==> src/rtl/mux_sel_pkg.sv <==
// Shared types and defaults for the 2:1 mux select arbiter.
// Used by mux_sel_arb and its grant_timer.
package mux_sel_pkg;

  typedef enum logic [1:0] {
    IDLE  = 2'd0,
    GNT_A = 2'd1,
    GNT_B = 2'd2
  } state_t;

  localparam logic SEL_A = 1'b0;
  localparam logic SEL_B = 1'b1;

  localparam int HOLD_DEF = 4;
  localparam int MAX_DEF  = 16;

endpackage

==> src/rtl/mux_sel_arb_grant_timer.sv <==
// Grant-age counter: clears on grant entry, counts while owned,
// saturates at all-ones; flags hold satisfied and max-age reached.
module grant_timer
  import mux_sel_pkg::*;
#(
  parameter int HOLD_CYCLES = HOLD_DEF,
  parameter int MAX_GRANT   = MAX_DEF,
  parameter int CNT_W       = $clog2(MAX_GRANT + 1)
) (
  input  logic clk,
  input  logic rst_n,
  input  logic clr,
  input  logic en,
  output logic hold_done,
  output logic max_hit
);

  localparam logic [CNT_W-1:0] AGE_SAT  = '1;
  localparam logic [CNT_W-1:0] HOLD_LIM = CNT_W'(HOLD_CYCLES - 1);
  localparam logic [CNT_W-1:0] MAX_LIM  = CNT_W'(MAX_GRANT - 1);

  logic [CNT_W-1:0] age;

  always_ff @(posedge clk or negedge rst_n) begin
    if (!rst_n) begin
      age <= '0;
    end else if (clr) begin
      age <= '0;
    end else if (en && age != AGE_SAT) begin
      age <= age + 1'b1;
    end
  end

  assign hold_done = (age >= HOLD_LIM);
  assign max_hit   = (age == MAX_LIM);

endmodule

==> src/rtl/mux_sel_arb.sv <==
// Two-requester arbiter driving a registered, glitch-free mux select.
// Define MUX_SEL_ARB_TIMEOUT_EN to force a switch after MAX_GRANT cycles.
module mux_sel_arb
  import mux_sel_pkg::*;
#(
  parameter int HOLD_CYCLES = HOLD_DEF,
  parameter int MAX_GRANT   = MAX_DEF,
  parameter int CNT_W       = $clog2(MAX_GRANT + 1)
) (
  input  logic clk,
  input  logic rst_n,
  input  logic req_a,
  input  logic req_b,
  output logic sel,
  output logic gnt_a,
  output logic gnt_b,
  output logic switch_p,
  output logic timeout_p
);

`ifdef MUX_SEL_ARB_TIMEOUT_EN
  localparam bit TO_EN = 1'b1;
`else
  localparam bit TO_EN = 1'b0;
`endif

  state_t state, state_nxt;
  logic   sel_nxt;
  logic   last_owner;
  logic   entry;
  logic   force_sw;
  logic   own_req;
  logic   oth_req;
  logic   hold_done;
  logic   max_hit;
  state_t tie_win;
  state_t other_gnt;

  assign own_req   = (state == GNT_B) ? req_b : req_a;
  assign oth_req   = (state == GNT_B) ? req_a : req_b;
  assign other_gnt = (state == GNT_A) ? GNT_B : GNT_A;
  assign tie_win   = (last_owner == SEL_B) ? GNT_A : GNT_B;

  always_comb begin
    state_nxt = state;
    force_sw  = 1'b0;
    unique case (state)
      IDLE: begin
        unique case (1'b1)
          req_a && req_b:   state_nxt = tie_win;
          req_a && !req_b:  state_nxt = GNT_A;
          !req_a && req_b:  state_nxt = GNT_B;
          !req_a && !req_b: state_nxt = IDLE;
        endcase
      end
      GNT_A, GNT_B: begin
        if (hold_done) begin
          unique case (1'b1)
            TO_EN && own_req && oth_req && max_hit: begin
              state_nxt = other_gnt;
              force_sw  = 1'b1;
            end
            own_req && !(TO_EN && oth_req && max_hit):
              state_nxt = state;
            !own_req && oth_req:
              state_nxt = other_gnt;
            !own_req && !oth_req:
              state_nxt = IDLE;
          endcase
        end
      end
      default: state_nxt = IDLE;
    endcase
  end

  always_comb begin
    sel_nxt = sel;
    if (state_nxt == GNT_A) sel_nxt = SEL_A;
    if (state_nxt == GNT_B) sel_nxt = SEL_B;
  end

  assign entry = (state_nxt != IDLE) && (state_nxt != state);

  grant_timer #(
    .HOLD_CYCLES (HOLD_CYCLES),
    .MAX_GRANT   (MAX_GRANT),
    .CNT_W       (CNT_W)
  ) u_timer (
    .clk       (clk),
    .rst_n     (rst_n),
    .clr       (entry),
    .en        (state != IDLE),
    .hold_done (hold_done),
    .max_hit   (max_hit)
  );

  always_ff @(posedge clk or negedge rst_n) begin
    if (!rst_n) begin
      state      <= IDLE;
      sel        <= SEL_A;
      gnt_a      <= 1'b0;
      gnt_b      <= 1'b0;
      switch_p   <= 1'b0;
      timeout_p  <= 1'b0;
      last_owner <= SEL_B;
    end else begin
      state      <= state_nxt;
      sel        <= sel_nxt;
      gnt_a      <= (state_nxt == GNT_A);
      gnt_b      <= (state_nxt == GNT_B);
      switch_p   <= (sel_nxt != sel);
      timeout_p  <= force_sw;
      if (entry) last_owner <= sel_nxt;
    end
  end

endmodule

==> config.mk <==
export PLATFORM = sky130hd
export DESIGN_NAME = mux_sel_arb
export DESIGN_NICKNAME = d
export VERILOG_FILES = /design/src/rtl/mux_sel_pkg.sv /design/src/rtl/mux_sel_arb_grant_timer.sv /design/src/rtl/mux_sel_arb.sv
export SDC_FILE = /design/constraint.sdc
export NUM_CORES = 1
export LEC_CHECK = 0
export BUFFER_PORTS_ARGS = -buffer_cell sky130_fd_sc_hd__buf_2
export CAP_MARGIN = 30
export CORE_UTILIZATION = 50
export CTS_BUF_LIST = sky130_fd_sc_hd__clkbuf_4
export DETAILED_ROUTE_END_ITERATION = 8
export GPL_TIMING_DRIVEN = 0
export PLACE_DENSITY = 0.69
export SYNTH_ARGS = -nofsm -noshare
export SYNTH_HDL_FRONTEND = slang
export SYNTH_SLANG_ARGS = --single-unit
==> constraint.sdc <==
create_clock -name clk -period 3.88 [get_ports clk]
set_clock_uncertainty 0.2 [all_clocks]
set_input_delay 0.194 -clock clk [delete_from_list [all_inputs] [get_ports clk]]
set_output_delay 0.194 -clock clk [all_outputs]
set_load 0.01 [all_outputs]
==> results.toml <==
[critical_path]
r2r_setup_slack_ns = 0.74
critPathRequiredTime_ns = 3.89
cp-start-kind = "register"
critPathArrivalTime_ns = 3.15
crit_type = "register to register"
worstReg2RegEnd = "last_owner"
worst_r2r_path_depth = 10
r2r-start = "state[1]"
worst-path-max-fanout = 9
end_kind = "register"

[logic_synthesis]
ys_warn_count = 0
ys_ff_latch = 12
synth_compound_area_share_pct = 21.8
synth_area_um2 = 890
synth_simple_gate_area_share_pct = 24.3
synth_top_family_by_area = "simple AND/OR/NAND/NOR gates"
synthArstFlopShare_pct = 100
synthAdderAreaFrac_pct = 8.44
yosysSeqAreaShare_pct = 33.9
synth.area.mux_share_pct = 1.69
synthXorXnorAreaFrac_pct = 2.95
ys_types = 44
synthCells = 101
syn_nets = 111
synth_edf_count = 0
synth-main-ff-cell = "dfrtp_1"
avgSynthCellArea_um2 = 8.81

[route]
wl_um = 1950
drcViolationCount = 0
wl_per_cell_um = 15.2
routed_via_density = 6.11
drt-initial-drc-count = 23
first_pass_iters = 6
vias = 782
drtAntennaViolNets = 0

[final_layout]
fin_nets = 123
n_fill_cell = 133
antennaDiodeCount = 0
ff_latch_area_um2 = 302
drive_gt1_share_pct = 18.8
area_delta_synth_final_pct = 9.70
final_cell_area_um2 = 976
multi_input_area_um2 = 531

[status]
outcome = "complete, no violations"

[power]
power-per-cell-area_nw_per_um2 = 774
p_leak_nw = 0.468
peakVddDrop_uv = 491
fin_total_pwr_w = 0.000755

[cts]
tritoncts = "done"
htreeDepth = 1
clkSlewWorstSetupHoldPaths_ns = 0.08
clock_sinks = 12
clock_latency_ns = 0.28
cts.path.max_buffers = 2
cts_inserted_buffers = 3
cts_setup_buffers = 0
cts-root-buf = "clkbuf_4"

[die]
fp.dieH_um = 44.2
die_w_um = 44.2
die_area_um2 = 1950
start_util_pct = 56.4
ios = 9
num_rows = 14
core_area_um2 = 1580

[sta]
worst_pin_slew_ns = 0.522
finalCriticalPeriod_ns = 3.14
setup-tns-final_ns = 0
drv_slew = 0
setup_viol_count_final = 0
post-route-period-util_pct = 80.9
hold_viol_final = 0
fin_ws_ns = 0.740
rsz0062_at_grt = "no"
fmaxAchievable_mhz = 318
max_slew_margin_pct = 64.9

[flow_run]
drv_cap = 0

[place]
place_area_um2 = 940
portBuffers = 6
preCtsSetupSlack_ns = 0.779
place_congestion = 0.836
dp_hpwl_um = 1410

[global_route]
antenna_found_initial = 0
grt_start_max_net_pins = 13
grt_pass1_vias = 708
grt_pass1_wl_um = 3180
track_usage_pct = 23.5
gr-total-overflow = 0

[hold_path]
hold_class = "input port to async pin"
[layout make-up]
class / instances / area share, %
well taps: 16 / 2.05
inverters: 6 / 2.31
plain buffers: 7 / 3.59
clock buffers: 3 / 2.31
flip-flops and latches: 12 / 30.9
clock inverters: 1 / 0.385
multi-input cells: 76 / 54.4
repair buffers: 7 / 4.10
[through the flow]
stage | hold WS [ns] | util [%] | instances
2_1_floorplan | -0.302 | - | 101
3_3_place_gp | -0.119 | 59.6 | 123
3_5_place_dp | -0.113 | 59.6 | 123
4_1_cts | 0.116 | 61.9 | 128
5_1_grt | 0.134 | 61.9 | 128
6_report | 0.122 | 61.9 | 128
[cell families after synthesis]
family | count (synthesis)
simple gates | 39
fa+ha+maj | 6
compound gates | 26
buf+inv | 13
other cells | 1
xor+xnor | 3
mux | 1
flops | 12
[routing by layer]
| layer | vias up | part of all wire [%] | wire length, um | global-route usage [%] |
|---|---|---|---|---|
| li1 | 389 | - | - | - |
| met1 | 369 | 48 | 931 | 30.1 |
| met2 | 20 | 46 | 898 | 36.2 |
| met3 | 4 | 3.4 | 67 | 4.90 |
| met4 | 0 | 2.5 | 49 | 14.5 |
| met5 | - | 0 | 0 | 0 |
[cells in the final DEF, fill, tap and decap left out, types with 2 or more instances in the layout]
| cell | Yosys | final |
|---|---|---|
| ha_1 | 6 | 6 |
| nand2_1 | 15 | 15 |
| nor2_1 | 5 | 5 |
| nand3_1 | 4 | 4 |
| inv_1 | 6 | 6 |
| nand4b_1 | 2 | 2 |
| o21ai_0 | 4 | 4 |
| dfrtp_1 | 11 | 11 |
| nor2b_1 | 2 | 2 |
| buf_2 | 4 | 10 |
| o211ai_1 | 2 | 2 |
| and4b_1 | 2 | 2 |
| a21oi_1 | 5 | 5 |
| clkbuf_4 | 0 | 3 |
| xor2_1 | 2 | 2 |
| clkbuf_1 | 2 | 2 |
[critical path, stage by stage, from the launching register on]
cell	delay (ns)
dfrtp_1	0.37
clkbuf_1	0.27
inv_1	0.14
ha_1	0.29
clkbuf_1	0.31
nand4b_1	0.21
a221oi_1	0.31
a311o_2	0.22
and2b_1	0.16
a32o_2	0.26
mux2_4	0.31
[state kept, by name, summed over array words and instances, names as in the netlist]
name	flops
sel	1
gnt_b	1
last_owner	1
u_timer.age	5
gnt_a	1
state	2
switch_p	1
[report_power, final]
group           total, W  switching (W)  leakage, nW  internal [W]
clock network  0.0000818      0.0000444       0.0154     0.0000373
registers       0.000216      0.0000410        0.154      0.000175
logic           0.000457       0.000265        0.299      0.000192
[Yosys cell counts (2+ instances only)]
library cell	instances	area share (%)
clkbuf_1	2	0.84
nand4b_1	2	2.0
and4b_1	2	2.3
nor2b_1	2	1.4
o21ai_0	4	2.3
nor2_1	5	2.1
xor2_1	2	2.0
o211ai_1	2	1.7
dfrtp_1	11	31
ha_1	6	8.4
nand3_1	4	2.3
nand2_1	15	6.3
buf_2	4	2.3
inv_1	6	2.5
a21oi_1	5	2.8
[worst max-delay path by stage]
| stage | from | end | slack, ns |
|---|---|---|---|
| CTS | state[1] | last_owner | 0.77 |
| detailed placement | state[1] | last_owner | 0.78 |
| finish | state[1] | last_owner | 0.74 |
| global placement | state[1] | last_owner | 0.81 |
| floorplan | state[1] | last_owner | 1.06 |
| global route | state[1] | last_owner | 0.53 |
[what timing repair did]
action | in CTS | in global routing
hold buffers | 1 | 0
hold endpoints to repair | 12 | 0
setup endpoints to repair | 0 | 0
gates resized for setup | 0 | 0
(Power assumes the default switching activity.)
